[src/rtl/ram_ctrl_pkg.sv]
// ============================================================================
// ram_ctrl_pkg : shared types for the 16x8 output-RAM controller   (rev 1.0)
// ============================================================================
`default_nettype none

package ram_ctrl_pkg;

  localparam int DEF_DATA_WIDTH = 8;
  localparam int DEF_ADDR_WIDTH = 4;

  typedef enum logic [1:0] {
    INIT    = 2'd0,
    IDLE    = 2'd1,
    ACCESS  = 2'd2,
    RD_WAIT = 2'd3
  } ctrl_state_t;

  // Sized by the package defaults; resize here together with the top parameters.
  typedef struct packed {
    logic                      id;
    logic                      we;
    logic [DEF_ADDR_WIDTH-1:0] addr;
    logic [DEF_DATA_WIDTH-1:0] wdata;
  } cmd_t;

endpackage

`default_nettype wire

[src/rtl/rr_arb2.sv]
// ============================================================================
// rr_arb2 : two-requester arbiter, round-robin when RAM_OUTPUT_CTRL_RR_EN is
//           defined, fixed priority (requester 0) otherwise        (rev 1.0)
// ============================================================================
`default_nettype none

module rr_arb2 (
  input  logic       clk,
  input  logic       rst_n,
  input  logic [1:0] req,
  input  logic       advance,
  output logic [1:0] gnt
);

`ifdef RAM_OUTPUT_CTRL_RR_EN
  // ptr_q names the requester that won last; it starts at 1 so 0 wins first.
  logic ptr_q, ptr_d;

  always_comb begin
    gnt = req;
    if (req == 2'b11) gnt = ptr_q ? 2'b01 : 2'b10;
  end

  always_comb begin
    ptr_d = ptr_q;
    if (advance && (gnt != 2'b00)) ptr_d = gnt[1];
  end

  always_ff @(posedge clk or negedge rst_n) begin
    if (!rst_n) ptr_q <= 1'b1;
    else        ptr_q <= ptr_d;
  end
`else
  logic unused_arb_inputs;

  assign unused_arb_inputs = ^{clk, rst_n, advance};

  always_comb begin
    gnt[0] = req[0];
    gnt[1] = req[1] & ~req[0];
  end
`endif

endmodule

`default_nettype wire

[src/rtl/ram_output_ctrl.sv]
// ============================================================================
// ram_output_ctrl : zero-fills the output RAM after reset, then serves two
//                   req/ack requesters on the single RAM port. Arbitration
//                   mode chosen by RAM_OUTPUT_CTRL_RR_EN.          (rev 1.0)
// ============================================================================
`default_nettype none

module ram_output_ctrl
  import ram_ctrl_pkg::*;
#(
  parameter int DATA_WIDTH = DEF_DATA_WIDTH,
  parameter int ADDR_WIDTH = DEF_ADDR_WIDTH
) (
  input  logic                  clk,
  input  logic                  rst_n,
  input  logic                  req0,
  input  logic                  we0,
  input  logic [ADDR_WIDTH-1:0] addr0,
  input  logic [DATA_WIDTH-1:0] wdata0,
  input  logic                  req1,
  input  logic                  we1,
  input  logic [ADDR_WIDTH-1:0] addr1,
  input  logic [DATA_WIDTH-1:0] wdata1,
  output logic                  ack0,
  output logic                  ack1,
  output logic [DATA_WIDTH-1:0] rdata,
  output logic                  init_done,
  output logic                  ram_we,
  output logic [ADDR_WIDTH-1:0] ram_addr,
  output logic [DATA_WIDTH-1:0] ram_data,
  input  logic [DATA_WIDTH-1:0] ram_q
);

  localparam logic [ADDR_WIDTH-1:0] LAST_ADDR = '1;

  ctrl_state_t           state_q, state_d;
  logic [ADDR_WIDTH-1:0] fill_cnt_q, fill_cnt_d;
  cmd_t                  cmd_q, cmd_d;
  logic                  init_done_q, init_done_d;
  logic                  ack0_q, ack0_d;
  logic                  ack1_q, ack1_d;
  logic [DATA_WIDTH-1:0] rdata_q, rdata_d;
  logic                  ram_we_q, ram_we_d;
  logic [ADDR_WIDTH-1:0] ram_addr_q, ram_addr_d;
  logic [DATA_WIDTH-1:0] ram_data_q, ram_data_d;

  logic [1:0] arb_req;
  logic [1:0] arb_gnt;
  logic       arb_advance;

  // A requester is still dropping req during its ack cycle, so mask it out.
  assign arb_req     = {req1 & ~ack1_q, req0 & ~ack0_q};
  assign arb_advance = (state_q == IDLE);

  rr_arb2 u_arb (
    .clk     (clk),
    .rst_n   (rst_n),
    .req     (arb_req),
    .advance (arb_advance),
    .gnt     (arb_gnt)
  );

  always_comb begin
    state_d     = state_q;
    fill_cnt_d  = fill_cnt_q;
    cmd_d       = cmd_q;
    init_done_d = init_done_q;
    ack0_d      = 1'b0;
    ack1_d      = 1'b0;
    rdata_d     = rdata_q;
    ram_we_d    = 1'b0;
    ram_addr_d  = ram_addr_q;
    ram_data_d  = ram_data_q;

    unique case (state_q)
      INIT: begin
        // Fill ends once the last address has been presented with we high.
        if (ram_we_q && (ram_addr_q == LAST_ADDR)) begin
          state_d     = IDLE;
          init_done_d = 1'b1;
        end else begin
          ram_we_d   = 1'b1;
          ram_addr_d = fill_cnt_q;
          ram_data_d = '0;
          fill_cnt_d = fill_cnt_q + 1'b1;
        end
      end

      IDLE: begin
        if (arb_gnt != 2'b00) begin
          cmd_d.id    = arb_gnt[1];
          cmd_d.we    = arb_gnt[1] ? we1    : we0;
          cmd_d.addr  = arb_gnt[1] ? addr1  : addr0;
          cmd_d.wdata = arb_gnt[1] ? wdata1 : wdata0;
          ram_we_d    = cmd_d.we;
          ram_addr_d  = cmd_d.addr;
          ram_data_d  = cmd_d.wdata;
          state_d     = ACCESS;
        end
      end

      ACCESS: begin
        if (cmd_q.we) begin
          ack0_d  = ~cmd_q.id;
          ack1_d  = cmd_q.id;
          state_d = IDLE;
        end else begin
          state_d = RD_WAIT;
        end
      end

      RD_WAIT: begin
        rdata_d = ram_q;
        ack0_d  = ~cmd_q.id;
        ack1_d  = cmd_q.id;
        state_d = IDLE;
      end

      default: state_d = INIT;
    endcase
  end

  always_ff @(posedge clk or negedge rst_n) begin
    if (!rst_n) begin
      state_q     <= INIT;
      fill_cnt_q  <= '0;
      cmd_q       <= '0;
      init_done_q <= 1'b0;
      ack0_q      <= 1'b0;
      ack1_q      <= 1'b0;
      rdata_q     <= '0;
      ram_we_q    <= 1'b0;
      ram_addr_q  <= '0;
      ram_data_q  <= '0;
    end else begin
      state_q     <= state_d;
      fill_cnt_q  <= fill_cnt_d;
      cmd_q       <= cmd_d;
      init_done_q <= init_done_d;
      ack0_q      <= ack0_d;
      ack1_q      <= ack1_d;
      rdata_q     <= rdata_d;
      ram_we_q    <= ram_we_d;
      ram_addr_q  <= ram_addr_d;
      ram_data_q  <= ram_data_d;
    end
  end

  assign ack0      = ack0_q;
  assign ack1      = ack1_q;
  assign rdata     = rdata_q;
  assign init_done = init_done_q;
  assign ram_we    = ram_we_q;
  assign ram_addr  = ram_addr_q;
  assign ram_data  = ram_data_q;

endmodule

`default_nettype wire

[config.mk]
export PLATFORM = sky130hd
export DESIGN_NAME = ram_output_ctrl
export DESIGN_NICKNAME = d
export VERILOG_FILES = /design/src/rtl/ram_ctrl_pkg.sv /design/src/rtl/rr_arb2.sv /design/src/rtl/ram_output_ctrl.sv
export SDC_FILE = /design/constraint.sdc
export NUM_CORES = 1
export LEC_CHECK = 0
export BUFFER_PORTS_ARGS = -buffer_cell sky130_fd_sc_hd__clkbuf_2
export CAP_MARGIN = 20
export CORE_MARGIN = 10
export CORE_UTILIZATION = 52
export CTS_CLUSTER_DIAMETER = 150
export DETAILED_ROUTE_END_ITERATION = 16
export GPL_TIMING_DRIVEN = 1
export PLACE_DENSITY = 0.84
export SLEW_MARGIN = 5
export SYNTH_ARGS = -nofsm -noshare
export SYNTH_HDL_FRONTEND = slang
export SYNTH_SLANG_ARGS = --single-unit
[constraint.sdc]
create_clock -name clk -period 4.9 [get_ports clk]
set_input_delay 0.245 -clock clk [delete_from_list [all_inputs] [get_ports clk]]
set_output_delay 0.245 -clock clk [all_outputs]
set_load 0.005 [all_outputs]
# Yosys cells after proc, flatten, opt, wreduce, memory -nomap -nowiden
# Index checks and enable logic that the tools add are counted.
[totals]
ff_bits = 32
in_bits = 38
output_inout_bits = 24
[op_classes]
addsub = 1
n_eq_ne = 7
mux = 20
bitwise_logic = 8
reduce_logical = 9
[ops]
columns = ["operator", "n"]
rows = [
  ["$mux W8", 3],
  ["$pmux W8 S2", 1],
  ["$mux W4", 3],
  ["$pmux W2 S4", 1],
  ["$pmux W4 S2", 1],
  ["$reduce_and A2 Y1", 4],
  ["$mux W2", 3],
  ["$pmux W1 S2", 3],
  ["$mux W1", 5],
  ["$not A1 Y1", 5],
  ["$add A4 B1 Y4 const B", 1],
  ["$eq A2 B2 Y1 const B", 2],
  ["$eq A4 B4 Y1 const B", 1],
  ["$ne A2 B2 Y1 const B", 2],
  ["$reduce_bool A2 Y1", 2],
  ["$and A1 B1 Y1", 3],
  ["$reduce_and A3 Y1", 1],
  ["$eq A2 B1 Y1 const B", 1],
  ["$logic_not A2 Y1", 1],
  ["$ne A2 B1 Y1 const B", 1],
  ["$logic_and A1 B1 Y1", 1],
]

# Logic depth before layout (Yosys ltp)
# Gate-level depths: netlist of the first run.
[depth]
ltp_word = 7
depth_mapped = 7
ltp_nobuf = 6

# Modules after synthesis
# A second synthesis of the first run with hierarchy kept.
[unflattened]
cells_unflattened = 132
area_unflattened_um2 = 1652.8
[by_module_without_submodules]
columns = ["module", "instances", "cells_each", "area_per_inst_um2"]
rows = [
  ["ram_output_ctrl", 1, 130, 1631.6],
  ["rr_arb2", 1, 2, 21.3],
]

# Worst setup path after synthesis of the first run
# OpenSTA, ideal clock, no wires.
[synth_timing]
path_kind = "reg2reg"
start = "register state_q[0]"
end = "register ram_data_q[0], in the netlist ram_data[0]"
t_arrival_ps = 1639
t_required_ps = 4775
path_slack_ps = 3135
stages_incl_launch_ff = 8
path_cell_list = "dfrtp_1 > inv_1 > ha_1 > nand2_1 > or2_4 > o211ai_4 > buf_12 > mux2_4"
[synth_between]
elab_chain_len = 3
elab_cells_between_ends = 7
[synth_rtl]
columns = ["element", "line_no", "source"]
rows = [
  ["start, declared", "ram_output_ctrl.sv:36", "ctrl_state_t state_q, state_d;"],
  ["start signal, assigned", "ram_output_ctrl.sv:136", "state_q <= state_d;"],
  ["$eq A2 B1 Y1 or $logic_not A2 Y1 (tied branches)", "ram_output_ctrl.sv:75", "unique case (state_q)"],
  ["$ne A2 B1 Y1 (no line), or another cell as far along", "--", ""],
  ["$reduce_and A3 Y1 (no line)", "--", ""],
  ["end signal, assigned", "ram_output_ctrl.sv:145", "ram_data_q <= ram_data_d;"],
  ["end, declared", "ram_output_ctrl.sv:45", "logic [DATA_WIDTH-1:0] ram_data_q, ram_data_d;"],
]
# Several ways; a longest one is shown, not always the timed one.
# A chain may end at the register's enable or synchronous reset.

# Worst setup path in the final report of the first run
[layout_timing]
start = "register state_q[1]"
end = "register ram_data_q[4], in the netlist ram_data[4]"
# The elaborated chain is that of the path after synthesis.

==> impl_results.md, run 1 <==
- Fin crit share: 45.9%
- Final weighted congestion of routability-driven global placement: about 0.78
- Clock latency on the worst-skew pair: roughly 320 ps
- Instance count of the mapped netlist: 148
- Area of the multi-input gates: 788 um^2
- Highest net fanout along the worst path: 25
- Ys flop type: dfrtp_1
- Number of vias after detailed routing: around 1.3k
- TritonCTS clock tree: yes
- Half-perimeter wire length of the detailed placement result: between 2 and 3 mm
- Sequential-to-total area share from yosys stat: about half
- Post-synthesis share of cell area spent on and, or, nand and nor gates: about an eighth
- Remaining routing DRC violations: 0
- Leading cell types by total area after synthesis: dfrtp_1 48%, mux2_2 7.5%, mux2_4 5.5%, ha_1 4.5%, a21boi_0 3.6%
- Start point of the worst hold path: ram_q[1]
- Number of global-route vias before repair: ~1.4k
- # clock sinks: 32
- Number of detailed-route iterations in the first pass: 4
- Slew headroom: around two fifths
- Vert. Die Dim: roughly 76 um
- Launch point of the worst reg-to-reg path: state_q[1]
- Combinational family with the most area after synthesis: compound AO/OA/AOI/OAI gates
- Mux share of post-synthesis cell area: 14.2%
- Final-report hold violation count: 0
- WHS: ~150 ps
- Critical path cell sequence: inv_1 -> ha_1 -> nand3_2 -> o211ai_4 -> mux2_2
- P&R area growth vs syn: 23.2%
- Number of design-rule violations left by the first detailed-router iteration: between 100 and 150
- Synthesized Nets: 192
- Non-filler instance count after layout: between 200 and 300
- Site Rows: 20
- Worst IR drop on VDD: 0.307 mV
- Kind of start point of the critical path: flop
- Die footprint: slightly below 6000 um^2
- Clock edge transition at the registers on the reported setup and hold paths: approximately 100 ps
- Ratio of total power to cell area: about 580 nW/um^2
- Layout cells sized above 1: 42.9%
- Min Clock Period, post-route: approximately 2200 ps
- Max-capacitance violation count: 0
- Unique cell type count in the Yosys netlist: 30
- Area share of the leading cell type in the synthesized netlist: between 40% and 50%
- Pin count of the biggest net entering global routing: 33
- Critical path startpoint: state_q[1]
- Count of nets left with antenna violations after detail routing: 0
- Type of element capturing the critical path: flop
- Clock buffers created by TritonCTS: 5
- H-tree depth: 2
- Max incr delay on CP: 690 ps
- Combined global-route utilization of all metal layers: 13.3%
- Outcome: completed
- Combined flip-flop and latch cell area: 801 um^2
- Highest-count cells in the layout ignoring fill and taps: 61 x clkbuf_2, 32 x dfrtp_1, 12 x nand2_1
- Per-instance average area after synthesis: ~11 um^2
- Clock root cell: clkbuf_4
- Post-CTS Setup Repair Bufs: 0
- Count of flip-flops with a built-in enable after synthesis: 0
- Warnings from Yosys: 0
- Transition time of the tightest slew-check pin: just under 900 ps
- Count of endpoints failing setup in the final report: 0
- HP Class: input port to flop
- Area fraction in compound gates after synthesis: roughly 16%
- Width of the chip: 76.4 um
- ANT cells: 0
- Port bufs: between 60 and 70
- Filler Cell Count: 255
- Number of synthesized register bits: 32
- Initial standard-cell utilization of the core: between 50 and 60%
- Classification of the worst setup path: flop to flop
- Final count of pins violating max slew: 0
- Max Clk Rate: ~440 MHz
- Critical path required time: 5120 ps
- Standby leakage power: 0.00102 uW
- Unrepaired setup endpoints after global routing: false
- Clock Path Buffers: 2
- Commonest non-fill, non-tap cell in the layout: clkbuf_2
- Total detailed-routing wirelength: approximately 3.8 mm
- Proportion of register bits with asynchronous set or reset after synthesis: 100%
- Mean routed wirelength per cell: 14.9 um
- Via count normalized by instance count: about 5.2
- Adder and majority gate portion of the synthesized area: under 10%
- Number of nets at the end of the flow: 253
- Clock skew: roughly 6.8 ps
- Final global-route overflow total: 0
- Top-level I/O count: slightly above 60
- Most area-hungry cell type in the Yosys netlist: dfrtp_1
- Combined area of all synthesized cells: between 1500 and 2000 um^2
- Arrival time reported for the critical path endpoint: 2470 ps
- Post-synthesis xor/xnor area fraction: ~1.6%
- Wire length of the first global-routing pass: roughly 6.5 mm
- Placed Cells incl. Taps: 245
- Core Region: 3050 um^2
- Accumulated negative setup slack: 0 ps
- Cell at the slowest stage of the critical path: ha_1
- Initial antenna violation count: 0
==> metal layers <==
layer	wire length (um)	up-vias	GRT usage, %
met3	362	5	6.01
met5	0	-	0
li1	-	643	-
met2	1650	52	20.7
met4	32	0	4.46
met1	1740	611	15.9
==> cell type report <==
class | count | area share (%)
repair buffers | 62 | 15.5
inverters | 4 | 0.738
flip-flops and latches | 32 | 39.3
well taps | 44 | 2.70
clock inverters | 2 | 0.492
clock buffers | 6 | 2.52
multi-input cells | 104 | 38.7
==> registers in the layout, summed over array words and instances (netlist names) <==
register	cells
fill_cnt_q	4
ack0	1
cmd_q	2
state_q	2
ack1	1
ram_addr	4
ram_data	8
init_done	1
ram_we	1
rdata	8
==> worst max-delay path: cells and delay by family, from the launching register on <==
kind | cells | cell delay [ps]
multiplexers | 1 | 390
AND/OR/NAND/NOR | 1 | 240
adder cells (fa/ha/maj) | 1 | 690
flip-flops | 1 | 430
buffers and inverters | 1 | 120
AO/OA/AOI/OAI | 1 | 290
==> what timing repair did <==
action	4_1_cts	5_1_grt
endpoints found under the setup margin	0	0
hold endpoints to repair	32	0
hold buffers	1	0
gates resized for setup	0	0
==> cells in the mapped netlist, types with 3 or more instances <==
| library cell | instances |
|---|---|
| a21boi_0 | 8 |
| a21oi_1 | 5 |
| a311oi_1 | 4 |
| clkbuf_1 | 5 |
| dfrtp_1 | 32 |
| ha_1 | 6 |
| inv_1 | 4 |
| mux2_2 | 11 |
| mux2_4 | 6 |
| nand2_1 | 12 |
| nand2b_1 | 3 |
| nand3_1 | 9 |
| nor2_1 | 7 |
| nor2b_1 | 3 |
| o21ai_0 | 11 |
| o2bb2ai_1 | 4 |
==> metrics by stage <==
step / area (um^2) / setup slack [ps] / util, % / total power, uW
final: 2040 / 2650 / 66.7 / 1170
after global placement: 1960 / 2770 / 64.3 / 1010
after CTS: 2040 / 2670 / 66.7 / 1180
after floorplan: 1650 / 3140 / - / 872
after global routing: 2040 / 2470 / 66.7 / 1280
after detailed placement: 1960 / 2680 / 64.3 / 1030
==> cells by family (layout without fill, tap and decap cells) <==
logic type | Yosys count | count (layout)
DFF | 32 | 32
xor gates and xnor gates | 3 | 3
adders and majority gates | 6 | 6
and+or+nand+nor | 39 | 39
muxes | 19 | 19
AOI/OAI and AO/OA | 37 | 37
buffers and inverters | 12 | 74
==> path summary, 6_finish.rpt <==
check,to,slack [ps],cells after the start
max reg2reg,ram_data[4],2650,5
min reg2reg,ack0,480,1
min,rdata[1],150,2
max,ram_data[4],2650,5
max in group asynchronous,state_q[0],3890,2
min in group asynchronous,ram_data[2],520,2
==> power by group <==
group | internal [uW] | leakage [uW] | switching, uW
Sequential | 383 | 0.000399 | 81.6
Combinational | 284 | 0.000584 | 266
Clock | 68.2 | 0.0000380 | 88.1
Power figures use the tool's default switching activity.
==> inputs of run 2 (changes only) <==
Settings changed: CORE_UTILIZATION 52 to 44, PLACE_DENSITY 0.84 to 0.76.
Clock period 4.9 ns to 1.9 ns, I/O delays scaled along.
==> run 2 against run 1 <==
Against the previous run: highest routed layer unchanged; power rose to 2.7 times the previous value; critical endpoint is now ram_data[3]; clock skew is 4.6 ps lower; largest cell class unchanged; final cell count is 3.9% higher; largest power group unchanged; sequential cell count unchanged; sequential power increased to 2.6 times the previous value.
==> impl_results.md, run 2 (synthesis results as in run 1) <==
- Setup WS post-layout: about 110 ps
- Initial standard-cell utilization of the core: 45.5%
- Resize count post-CTS: 0
- Final global-route overflow total: 0
- Final-report hold violation count: 0
- Top-level I/O count: 62
- Unrepaired setup endpoints after global routing: false
- Type of element capturing the critical path: flop
- TritonCTS clock tree: yes
- Slew headroom: approximately 48%
- Kind of start point of the critical path: flop
- Combined global-route utilization of all metal layers: 12.8%
- Clock buffers created by TritonCTS: 5
- R2R setup slack: 110 ps
- Highest-count cells in the layout ignoring fill and taps: 61 x clkbuf_2, 32 x dfrtp_1, 12 x nand2_1
- Placed cell area: 2020 um^2
- Transition time of the tightest slew-check pin: between 700 and 800 ps
- Worst setup timing slack at the placement stage: between 100 and 150 ps
- Max Clk Rate: 560 MHz
- Initial antenna violation count: 0
- Count of nets left with antenna violations after detail routing: 0
- HP Class: input port to flop
- Worst reg2reg path endpoint: ram_data[3]
- Final weighted congestion of routability-driven global placement: 0.874
- Core Region: roughly 3600 um^2
- Standby leakage power: roughly 0.0011 uW
- H-tree depth: 2
- Post-route standard cell area excluding fillers: between 2000 and 2500 um^2
- Clock root cell: clkbuf_8
- Number of design-rule violations left by the first detailed-router iteration: between 50 and 60
- Number of stages on the worst setup path: 6
- Launch point of the worst reg-to-reg path: state_q[0]
- Worst IR drop on VDD: about 0.81 mV
- Vert. Die Dim: 81.3 um
- Half-perimeter wire length of the detailed placement result: between 3 and 4 mm
- Commonest non-fill, non-tap cell in the layout: clkbuf_2
- Post-CTS Setup Repair Bufs: 0
- Pin count of the biggest net entering global routing: 33
- Accumulated negative setup slack: 0 ps
- Buffers & Inverters on Critical Path: 1
- Outcome: completed
- CP Capture Point: ram_data[3]
- WHS: between 40 and 50 ps
- Clock edge transition at the registers on the reported setup and hold paths: 60 ps
- Max-capacitance violation count: 0
- Number of detailed-route iterations in the first pass: 4
- Site Rows: 22
- Fin crit share: a little over nine tenths
- Number of global-route vias before repair: ~1.5k
- Crit-path leading delay family: flip-flops
- Wire length of the first global-routing pass: roughly 6.6 mm
- Critical path cell sequence: inv_1 -> ha_1 -> nand2_1 -> or2_4 -> o211ai_4 -> mux2_2
- P&R area growth vs syn: 27.6%
- Critical path required time: 2070 ps
- Number of hold buffers added after CTS: 1
- Mean routed wirelength per cell: 15.3 um
- Width of the chip: roughly 81 um
- Clock Path Buffers: 2
- Clock latency on the worst-skew pair: about 280 ps
- Critical path startpoint: state_q[0]
- Clock skew: around 2.2 ps
- Min Clock Period, post-route: ~1800 ps
- Layout cells sized above 1: a little over two fifths
- Arrival time reported for the critical path endpoint: around 2000 ps
- Ratio of total power to cell area: 1520 nW/um^2
- Final count of pins violating max slew: 0
- Count of endpoints failing setup in the final report: 0
- Start point of the worst hold path: ram_q[6]
- Classification of the worst setup path: flop to flop
- Die footprint: between 6000 and 7000 um^2
- ANT cells: 0
- R2R cell count: 6
- Port bufs: a little over 60
- Number of vias after detailed routing: about 1.4k
- Total detailed-routing wirelength: ~4 mm
- # clock sinks: 32
- Via count normalized by instance count: 5.13
- Remaining routing DRC violations: 0
- Cell at the slowest stage of the critical path: dfrtp_1
- Max incr delay on CP: between 400 and 500 ps
- Number of nets at the end of the flow: between 200 and 300
- Highest net fanout along the worst path: 9
- Filler Cell Count: between 300 and 400
-- run 2: changes by cell type in the layout (fill, tap and decap cells not counted), sizes merged --
cell | previous run | this run
clkinv | 2 | 1
buf | 0 | 7
-- run 2: layout make-up --
type / instances / area (um^2) / share of cell area [%]
Sequential cell: 32 / 801 / 38.0
Multi-Input combinational cell: 104 / 788 / 37.4
Timing Repair Buffer: 69 / 368 / 17.4
Clock buffer: 6 / 72.6 / 3.44
Tap cell: 48 / 60.1 / 2.85
Inverter: 4 / 15.0 / 0.712
Clock inverter: 1 / 5.00 / 0.237
-- run 2: routing by layer --
layer  share of wire (%)  up-vias  global-route usage [%]
met4                 2.3        0                    7.27
met1                  41      617                    14.1
met5                   0        -                       0
met3                  14       10                    6.84
li1                    -      662                       -
met2                  43       66                    19.3
-- run 2: metrics by stage --
step,util (%),std cells,total power [uW]
floorplan,-,148,2250
global placement,55.6,256,2700
detailed placement,55.6,256,2750
CTS,58.1,264,3260
global route,58.1,264,3490
finish,58.1,264,3210
-- run 2: worst min path at each step --
| stage | end | slack [ps] | cells after the start |
|---|---|---|---|
| global placement | ram_addr[3] | 210 | 1 |
| floorplan | ack0 | -200 | 0 |
| global route | rdata[5] | 40 | 2 |
| CTS | rdata[6] | 30 | 2 |
| detailed placement | ram_addr[1] | 220 | 1 |
| finish | rdata[6] | 40 | 2 |
-- run 2: report_power, final --
group	switching, uW	internal (uW)	total (uW)
combinational	719	803	1520
clock	234	248	482
sequential	210	992	1200
